## src/rtl/tx_byte_serializer.sv

```systemverilog
// ---------------------------------------------------------------------------
// tx_byte_serializer
//   Turns 32-bit big-endian frame words from the packet builder into a byte
//   stream for the MAC. Frames shorter than MIN_FRAME bytes are padded with
//   0x00 bytes, and frame_count counts the frames that completed.
//
// Ports
//   clk, rst          : clock (rising edge) and asynchronous active-high reset
//   word_in/_valid    : input frame word (bits 31:24 go out first) and valid
//   word_last         : word is the final word of its frame
//   word_bytes        : valid bytes in the final word (0 means 4)
//   word_ready        : a word is accepted this cycle (input FIFO not full)
//   tx_data/_valid    : byte towards the MAC and its valid
//   tx_sop/_eop       : first / last byte of a frame
//   tx_ready          : MAC accepts the byte
//   frame_count       : completed frames, wrapping at 16 bits
// ---------------------------------------------------------------------------
module tx_byte_serializer #(
  parameter int FIFO_DEPTH = 4,
  parameter int MIN_FRAME  = 60
) (
  input  logic        clk,
  input  logic        rst,
  input  logic [31:0] word_in,
  input  logic        word_valid,
  input  logic        word_last,
  input  logic [1:0]  word_bytes,
  output logic        word_ready,
  output logic [7:0]  tx_data,
  output logic        tx_valid,
  output logic        tx_sop,
  output logic        tx_eop,
  input  logic        tx_ready,
  output logic [15:0] frame_count
);

  localparam int          AW      = (FIFO_DEPTH > 1) ? $clog2(FIFO_DEPTH) : 1;
  localparam logic [AW:0] DEPTH_C = (AW+1)'(FIFO_DEPTH);
  localparam logic [11:0] MIN_C   = 12'(MIN_FRAME);

  typedef enum logic [1:0] {IDLE, SEND, PAD} state_e;

  typedef struct packed {
    logic        last;
    logic [1:0]  bytes;
    logic [31:0] data;
  } entry_t;

  // Input FIFO
  entry_t          mem_q [FIFO_DEPTH];
  logic [AW-1:0]   wr_ptr_q;
  logic [AW-1:0]   rd_ptr_q;
  logic [AW:0]     count_q;

  // Active word and frame state
  state_e          state_q;
  logic [31:0]     act_word_q;
  logic            act_vld_q;
  logic            act_last_q;
  logic [1:0]      idx_q;
  logic [1:0]      last_idx_q;
  logic [10:0]     cnt_q;
  logic [15:0]     frame_cnt_q;

  entry_t          head;
  entry_t          in_entry;
  logic            full;
  logic            empty;
  logic            push;
  logic            pop;
  logic            hs;
  logic            word_end;
  logic            long_enough;
  logic            send_eop;
  logic            pad_eop;
  logic            eop_hs;

  // Byte counter saturates so very long frames cannot wrap back to "byte 0".
  function automatic logic [10:0] sat_inc(input logic [10:0] v);
    return (v == 11'h7FF) ? v : v + 11'd1;
  endfunction

  // Index of the last valid byte in a word; bytes-1 wraps 0 to 3 (four bytes).
  function automatic logic [1:0] last_idx_of(input entry_t e);
    return e.last ? (e.bytes - 2'd1) : 2'd3;
  endfunction

  always_comb begin
    head        = mem_q[rd_ptr_q];
    in_entry    = '{last: word_last, bytes: word_bytes, data: word_in};
    full        = (count_q == DEPTH_C);
    empty       = (count_q == '0);
    // Held low during reset; depends only on FIFO occupancy otherwise.
    word_ready  = ~full & ~rst;
    push        = word_valid & word_ready;

    tx_valid    = (state_q == PAD) | ((state_q == SEND) & act_vld_q);
    hs          = tx_valid & tx_ready;
    word_end    = (idx_q == last_idx_q);
    long_enough = (({1'b0, cnt_q}) + 12'd1) >= MIN_C;
    send_eop    = (state_q == SEND) & act_vld_q & word_end & act_last_q & long_enough;
    pad_eop     = (state_q == PAD) & long_enough;
    tx_eop      = send_eop | pad_eop;
    eop_hs      = hs & tx_eop;
    tx_sop      = tx_valid & (cnt_q == '0);

    tx_data = 8'h00;
    if ((state_q == SEND) && act_vld_q) begin
      case (idx_q)
        2'd0:    tx_data = act_word_q[31:24];
        2'd1:    tx_data = act_word_q[23:16];
        2'd2:    tx_data = act_word_q[15:8];
        default: tx_data = act_word_q[7:0];
      endcase
    end

    // The FIFO head becomes the active word whenever the active slot frees up:
    // at start of frame, after an underrun bubble, after the last byte of a
    // non-final word, or right at an eop so frames run back to back.
    pop = 1'b0;
    case (state_q)
      IDLE: pop = ~empty;
      SEND: begin
        if (!act_vld_q)
          pop = ~empty;
        else if (hs && word_end)
          pop = ~empty & (~act_last_q | send_eop);
      end
      PAD:  pop = eop_hs & ~empty;
      default: pop = 1'b0;
    endcase
  end

  assign frame_count = frame_cnt_q;

  always_ff @(posedge clk) begin
    if (push)
      mem_q[wr_ptr_q] <= in_entry;
  end

  always_ff @(posedge clk or posedge rst) begin
    if (rst) begin
      wr_ptr_q    <= '0;
      rd_ptr_q    <= '0;
      count_q     <= '0;
      state_q     <= IDLE;
      act_word_q  <= '0;
      act_vld_q   <= 1'b0;
      act_last_q  <= 1'b0;
      idx_q       <= '0;
      last_idx_q  <= '0;
      cnt_q       <= '0;
      frame_cnt_q <= '0;
    end else begin
      if (push) wr_ptr_q <= wr_ptr_q + 1'b1;
      if (pop)  rd_ptr_q <= rd_ptr_q + 1'b1;
      case ({push, pop})
        2'b10:   count_q <= count_q + 1'b1;
        2'b01:   count_q <= count_q - 1'b1;
        default: ;
      endcase

      if (eop_hs) frame_cnt_q <= frame_cnt_q + 16'd1;
      if (hs)     cnt_q       <= sat_inc(cnt_q);
      if (hs && !word_end && (state_q == SEND))
        idx_q <= idx_q + 2'd1;

      if (pop) begin
        act_word_q <= head.data;
        act_last_q <= head.last;
        last_idx_q <= last_idx_of(head);
        idx_q      <= '0;
        act_vld_q  <= 1'b1;
      end

      case (state_q)
        IDLE: begin
          if (pop) begin
            cnt_q   <= '0;
            state_q <= SEND;
          end
        end
        SEND: begin
          if (hs && word_end) begin
            if (send_eop) begin
              if (pop) begin
                cnt_q <= '0;
              end else begin
                state_q   <= IDLE;
                act_vld_q <= 1'b0;
              end
            end else if (act_last_q) begin
              // Last data byte of a short frame: pad out to MIN_FRAME.
              state_q   <= PAD;
              act_vld_q <= 1'b0;
            end else if (!pop) begin
              // Underrun bubble until the next word shows up.
              act_vld_q <= 1'b0;
            end
          end
        end
        PAD: begin
          if (eop_hs) begin
            if (pop) begin
              cnt_q   <= '0;
              state_q <= SEND;
            end else begin
              state_q <= IDLE;
            end
          end
        end
        default: state_q <= IDLE;
      endcase
    end
  end

endmodule
```

## config.mk

```make
export PLATFORM = sky130hd
export DESIGN_NAME = tx_byte_serializer
export DESIGN_NICKNAME = d
export VERILOG_FILES = /design/src/rtl/tx_byte_serializer.sv
export SDC_FILE = /design/constraint.sdc
export NUM_CORES = 1
export LEC_CHECK = 0
export CORE_UTILIZATION = 40
export CTS_BUF_LIST = sky130_fd_sc_hd__clkbuf_16
export DETAILED_ROUTE_END_ITERATION = 10
export DONT_BUFFER_PORTS = 1
export PLACE_DENSITY_LB_ADDON = 0.05
export RECOVER_POWER = 100
export SLEW_MARGIN = 20
export SYNTH_ARGS = -nofsm -noshare
export SYNTH_HDL_FRONTEND = slang
export SYNTH_SLANG_ARGS = --single-unit
```

## constraint.sdc

```tcl
create_clock -name clk -period 2.8 [get_ports clk]
set_input_delay 0.56 -clock clk [delete_from_list [all_inputs] [get_ports clk]]
set_output_delay 0.56 -clock clk [all_outputs]
set_load 0.05 [all_outputs]
```

Yosys cells after proc, flatten, opt, wreduce, memory -nomap -nowiden
Memories as Yosys holds them, arrays and structs flattened.
Cells that the tools add are included.
{ "totals": {"register_bits": 74, "latchBits": 0, "ramBits": 140, "romBits": 0, "wordCells": 99, "memories": 1} }
{ "op_classes": {"addsub": 9, "mul": 0, "div_mod_pow": 0, "order_cmp": 1, "n_eq_ne": 14, "shifts": 0, "muxes": 32, "bitwise_logic": 19, "reduce_logical": 12} }
{ "mem_list": {"columns": ["memory", "depth", "word_bits", "read_ports", "rd_ports_with_merged_regs", "write_ports", "line_no", "text"], "rows": [
  ["mem_q", 4, 35, 1, 0, 1, "50", "entry_t mem_q [FIFO_DEPTH];"]
]} }
{ "op_table": {"columns": ["op", "count"], "rows": [
  ["$mux 11", 6],
  ["$pmux 11 s3", 1],
  ["$pmux 8 s3", 1],
  ["$mux 2", 9],
  ["$add 16x1->16 const B", 1],
  ["$add 11x1->12 const B", 1],
  ["$and 1x1->1", 12],
  ["$ge 12x6->1 const B", 1],
  ["$add 11x1->11 const B", 1],
  ["$eq 11x11->1 const B", 1],
  ["$logic_not 11->1", 1],
  ["$mux 1", 11],
  ["$mux 8", 1],
  ["$add 2x1->2 const B", 3],
  ["$eq 2x1->1 const B", 3],
  ["$eq 2x2->1 const B", 3],
  ["$ne 3x3->1 const B", 2],
  ["$pmux 2 s3", 1],
  ["$pmux 3 s2", 1],
  ["$reduce_and 5->1", 1],
  ["$logic_and 1x1->1", 4],
  ["$logic_not 2->1", 2],
  ["$ne 2x2->1 const B", 2],
  ["$not 1->1", 4],
  ["other kinds (11)", 14]
]} }

Logic depth before layout (Yosys ltp)
{ "logic_depth": {"ltp_word": 16, "mapped_depth": 15, "mapped_depth_nobuf": 14} }

Worst setup path after synthesis
OpenSTA, ideal clock, no wires.
{ "synth_timing": {"kind": "register -> output", "from": "register state_q[0]", "to": "output port tx_sop", "arrival_time_ns": 3.386, "t_required_ns": 2.240, "slack_ns": -1.146, "path_stages_with_launch": 5, "cell_sequence": "dfrtp_1 > buf_2 > o21ai_0 > nand3_1 > nor4_1"} }
{ "synth_via": {"elab_chain_cells": 4, "word_cells_on_any_way": 5, "classes_between": "eq/ne (2); bitwise (3)"} }
{ "synth_rtl": {"columns": ["element", "line_no", "text"], "rows": [
  ["from (decl)", "56", "state_e state_q;"],
  ["from (signal assigned)", "146", "state_q <= IDLE;"],
  ["from (signal assigned)", "180", "state_q <= SEND;"],
  ["from (signal assigned)", "189", "state_q <= IDLE;"],
  ["$eq 2x1->1", "97", "tx_valid = (state_q == PAD) | ((state_q == SEND) & act_vld_q);"],
  ["$and 1x1->1", "97", null],
  ["$or 1x1->1 (*)", "97", null],
  ["named net tx_valid", "30", "output logic tx_valid,"],
  ["$and 1x1->1 (*)", "105", "tx_sop = tx_valid & (cnt_q == '0);"],
  ["to (decl)", "31", "output logic tx_sop,"]
]} }
The timed path passes the listed nets; every way through them passes the cells marked *.

Worst setup path after layout
{ "layout_timing": {"from": "register idx_q[0]", "to": "output port tx_data[1]"} }
{ "layout_via": {"elab_chain_cells": 3, "word_cells_on_any_way": 5, "classes_between": "eq/ne (2); mux (2); reduce/logical (1)"} }
{ "layout_rtl": {"columns": ["element", "line_no", "text"], "rows": [
  ["from (decl)", "60", "logic [1:0] idx_q;"],
  ["from (signal assigned)", "166", "idx_q <= idx_q + 2'd1;"],
  ["$eq 2x2->1 (tied with other cells)", "109", "case (idx_q)"],
  ["$pmux 8 s3 (*)", "109", null],
  ["$mux 8 (*)", "108", "if ((state_q == SEND) && act_vld_q) begin"],
  ["to (decl)", "29", "output logic [7:0] tx_data,"]
]} }
Mark *: on every way between the ends. The rest lies on a longest branch, timed or not.

==> metrics.txt <==
Syn Nets=592; Critical Path RT=2240 ps; Period Utilization, post-route=0.983; hold slack=114 ps; Max Fclk=about 0.36 GHz; Avg Inst Size Synth=16.6 µm²; diodes inserted=0; starting density of the core=0.409; Iteration-0 DRC Markers=251; post-DP HPWL=10,900 µm; latest clock arrival within the worst-skew pair=about 540 ps; CP max FO=8; final setup vio count=0; Hold Vio Cnt, Final=0; H-tree depth=1; FF-to-FF Start=cnt_q[1]; Inst Count DP=about 830; largest net degree at the start of global routing=41; RSZ-0062 raised after global routing=true; DR vias=approximately 4,700; Worst Path Arrival=2190 ps; status=complete, no violations; dpl ws=-133 ps; number of distinct library cells after synthesis=46; CTS tree=done; Peak VDD IR=0.000462 V; wirelength, routed=~18,000 µm; post-synth top area share=0.469; nets@finish=640; commonest cells after routing, fill and taps aside=140 x edfxtp_1, 70 x dfrtp_1, 36 x nor2_1, 35 x mux4_2, 29 x buf_4; Hold Path Stages=0; PD cells=1070 nW/µm²; WP buf/inv=2; drt first pass iters=4; Die Span Y=approximately 150 µm; Crit Path Category=flop to output port; Area Growth Syn to Fin=17.1%; core footprint=21,900 µm²; Worst path top cell family by delay=compound AO/OA/AOI/OAI gates; Clock Pin Slew Worst Setup and Hold Paths=around 60 ps; minimum clock period=2750 ps; fraction of layout cells with a size suffix above 1=0.277; clock tree buffer depth=3; post-route ant nets=0; Worst R2R End=act_word_q[7]; io pins=67; area of the multi-input gates=2850 µm²; number of global-route vias before repair=just under 5,000; worst r2r path cells=10; Root Buffer=clkbuf_16; Post-synth top flop=edfxtp_1; Fill cells=approximately 1,900; hold wc startpoint=word_in[8]; Async S/R FF share, synth=0.346; global-route wire length before repair=27,400 µm; Synth Instances=540; WL/cell=~20 µm; floorplan row count=54; internal reg-to-reg setup slack=70 ps; Slew Limit Fails=0; Synth warnings=0; number of enable flip-flop cells after synthesis=140; CP endpoint kind=output port; most common cell after layout, fill and taps aside=edfxtp_1; CTS Sinks=about 210; vias per cell=5.29; max cap viols=0; DR DRC count=0; max_slew headroom=0.122; worst path cell trace=buf_6 > ha_4 > a222oi_1 > nor2_1 > a21oi_1 > nor2_1 > buf_6; Num CTS Buffers=24; CP peak stage delay=460 ps; largest cells by area after synthesis=edfxtp_1 47%, dfrtp_1 21%, mux4_2 8.8%; # port buffers=0; Final Util=0.479; Total Neg Setup Slack=0 ps; register area share after synthesis=0.676; synthesized cell area=8960 µm²; GR Util All Layers=0.160; largest area contributor in the netlist=edfxtp_1; total gr overflow=0; final std cells w/o fill=886; Die X=152 µm; worst slew pin tran=1320 ps; Die ar.=23,000 µm²; startpoint types=flop; synthesized flop and latch total=approximately 210; final setup margin=48.9 ps; Reg area=6060 µm²; Final Skew=roughly 38 ps; type of the most critical hold path=input port to flop; Endpoint, Worst Hold=mem_q[2][8]; Pleak=3.92 nW; Slowest-stage cell, CP=a222oi_1; antenna violations before repair=0; GPL Wtd Cong=0.839
## final cells by class
cell class,count,area share
Clock inverter,20,0.0185
Clock buffer,24,0.0572
Inverter,15,0.00537
Tap cell,280,0.0334
Sequential cell,214,0.578
Timing Repair Buffer,47,0.0364
Multi-Input combinational cell,286,0.272
## cell usage after synthesis (2+ instances only)
library cell and count:
edfxtp_1 140, dfrtp_1 74, nor2_1 38, mux4_2 35, mux2_4 30, nand2_1 28
xor2_1 19, inv_1 15, a21oi_1 13, xnor2_1 13, and3_1 12, clkbuf_1 12
ha_1 12, a222oi_1 8, buf_2 8, nand3_1 8, nor3_1 7, and2_1 6
a211oi_1 5, a31oi_1 5, buf_6 5, mux2_1 5, nand4_1 5, o21ai_0 5
nor4_1 3, or3_1 3, a311oi_1 2, a41oi_1 2, mux2i_1 2, nor2b_1 2
o211ai_1 2, o31ai_1 2
## worst max path at each step
| stage | start | to | cells after the start | slack (ps) |
|---|---|---|---|---|
| 2_1_floorplan | cnt_q[0] | count_q[2] | 14 | -50 |
| 3_3_place_gp | cnt_q[1] | count_q[2] | 14 | -30 |
| 3_5_place_dp | cnt_q[1] | count_q[2] | 14 | -130 |
| 4_1_cts | idx_q[1] | tx_data[1] | 7 | -50 |
| 5_1_grt | idx_q[0] | tx_data[1] | 7 | -70 |
| 6_report | idx_q[0] | tx_data[1] | 7 | 50 |
## report_power, final
group          switching [mW]  leakage, nW  total, mW  internal, mW
combinational            2.00         1.33       3.76          1.75
sequential              0.395         2.19       4.39          4.00
clock                    1.26        0.400       3.11          1.85
total                    3.66         3.92       11.3          7.60
## per-layer routing
layer | vias up | global-route usage | part of all wire
met5 | - | 0 | 0
met4 | 0 | 0.0446 | 0.017
met3 | 24 | 0.0368 | 0.050
met2 | 116 | 0.284 | 0.51
met1 | 2393 | 0.195 | 0.42
li1 | 2155 | - | -
## kinds of logic after synthesis
logic type / share of synthesized area
AOI/OAI and AO/OA: 0.0391
xor gates and xnor gates: 0.0313
adders and majority gates: 0.0190
buffers and inverters: 0.0221
DFF: 0.676
muxes: 0.148
and+or+nand+nor: 0.0649
## registers in the layout, indices dropped and copies added (netlist names)
| name | count |
|---|---|
| mem_q | 140 |
| last_idx_q | 2 |
| idx_q | 2 |
| rd_ptr_q | 2 |
| act_word_q | 32 |
| act_vld_q | 1 |
| state_q | 2 |
| frame_count | 16 |
| count_q | 3 |
| act_last_q | 1 |
| cnt_q | 11 |
| wr_ptr_q | 2 |
## what timing repair did
action | in CTS | in global routing
endpoints found under the hold margin | 0 | 0
resized for setup | 16 | 18
endpoints found under the setup margin | 35 | 27
setup buffers | 7 | 1
pin swaps | 13 | 13
hold buffers | 0 | 0
## stage by stage
| step | instance area [µm²] | power [mW] |
|---|---|---|
| after floorplan | 9040 | 7.26 |
| after global placement | 9650 | 8.32 |
| after detailed placement | 9650 | 8.37 |
| after CTS | 10600 | 11.6 |
| after global routing | 10500 | 11.9 |
| final | 10500 | 11.3 |
Note: power is estimated with default switching activity, not from simulation.
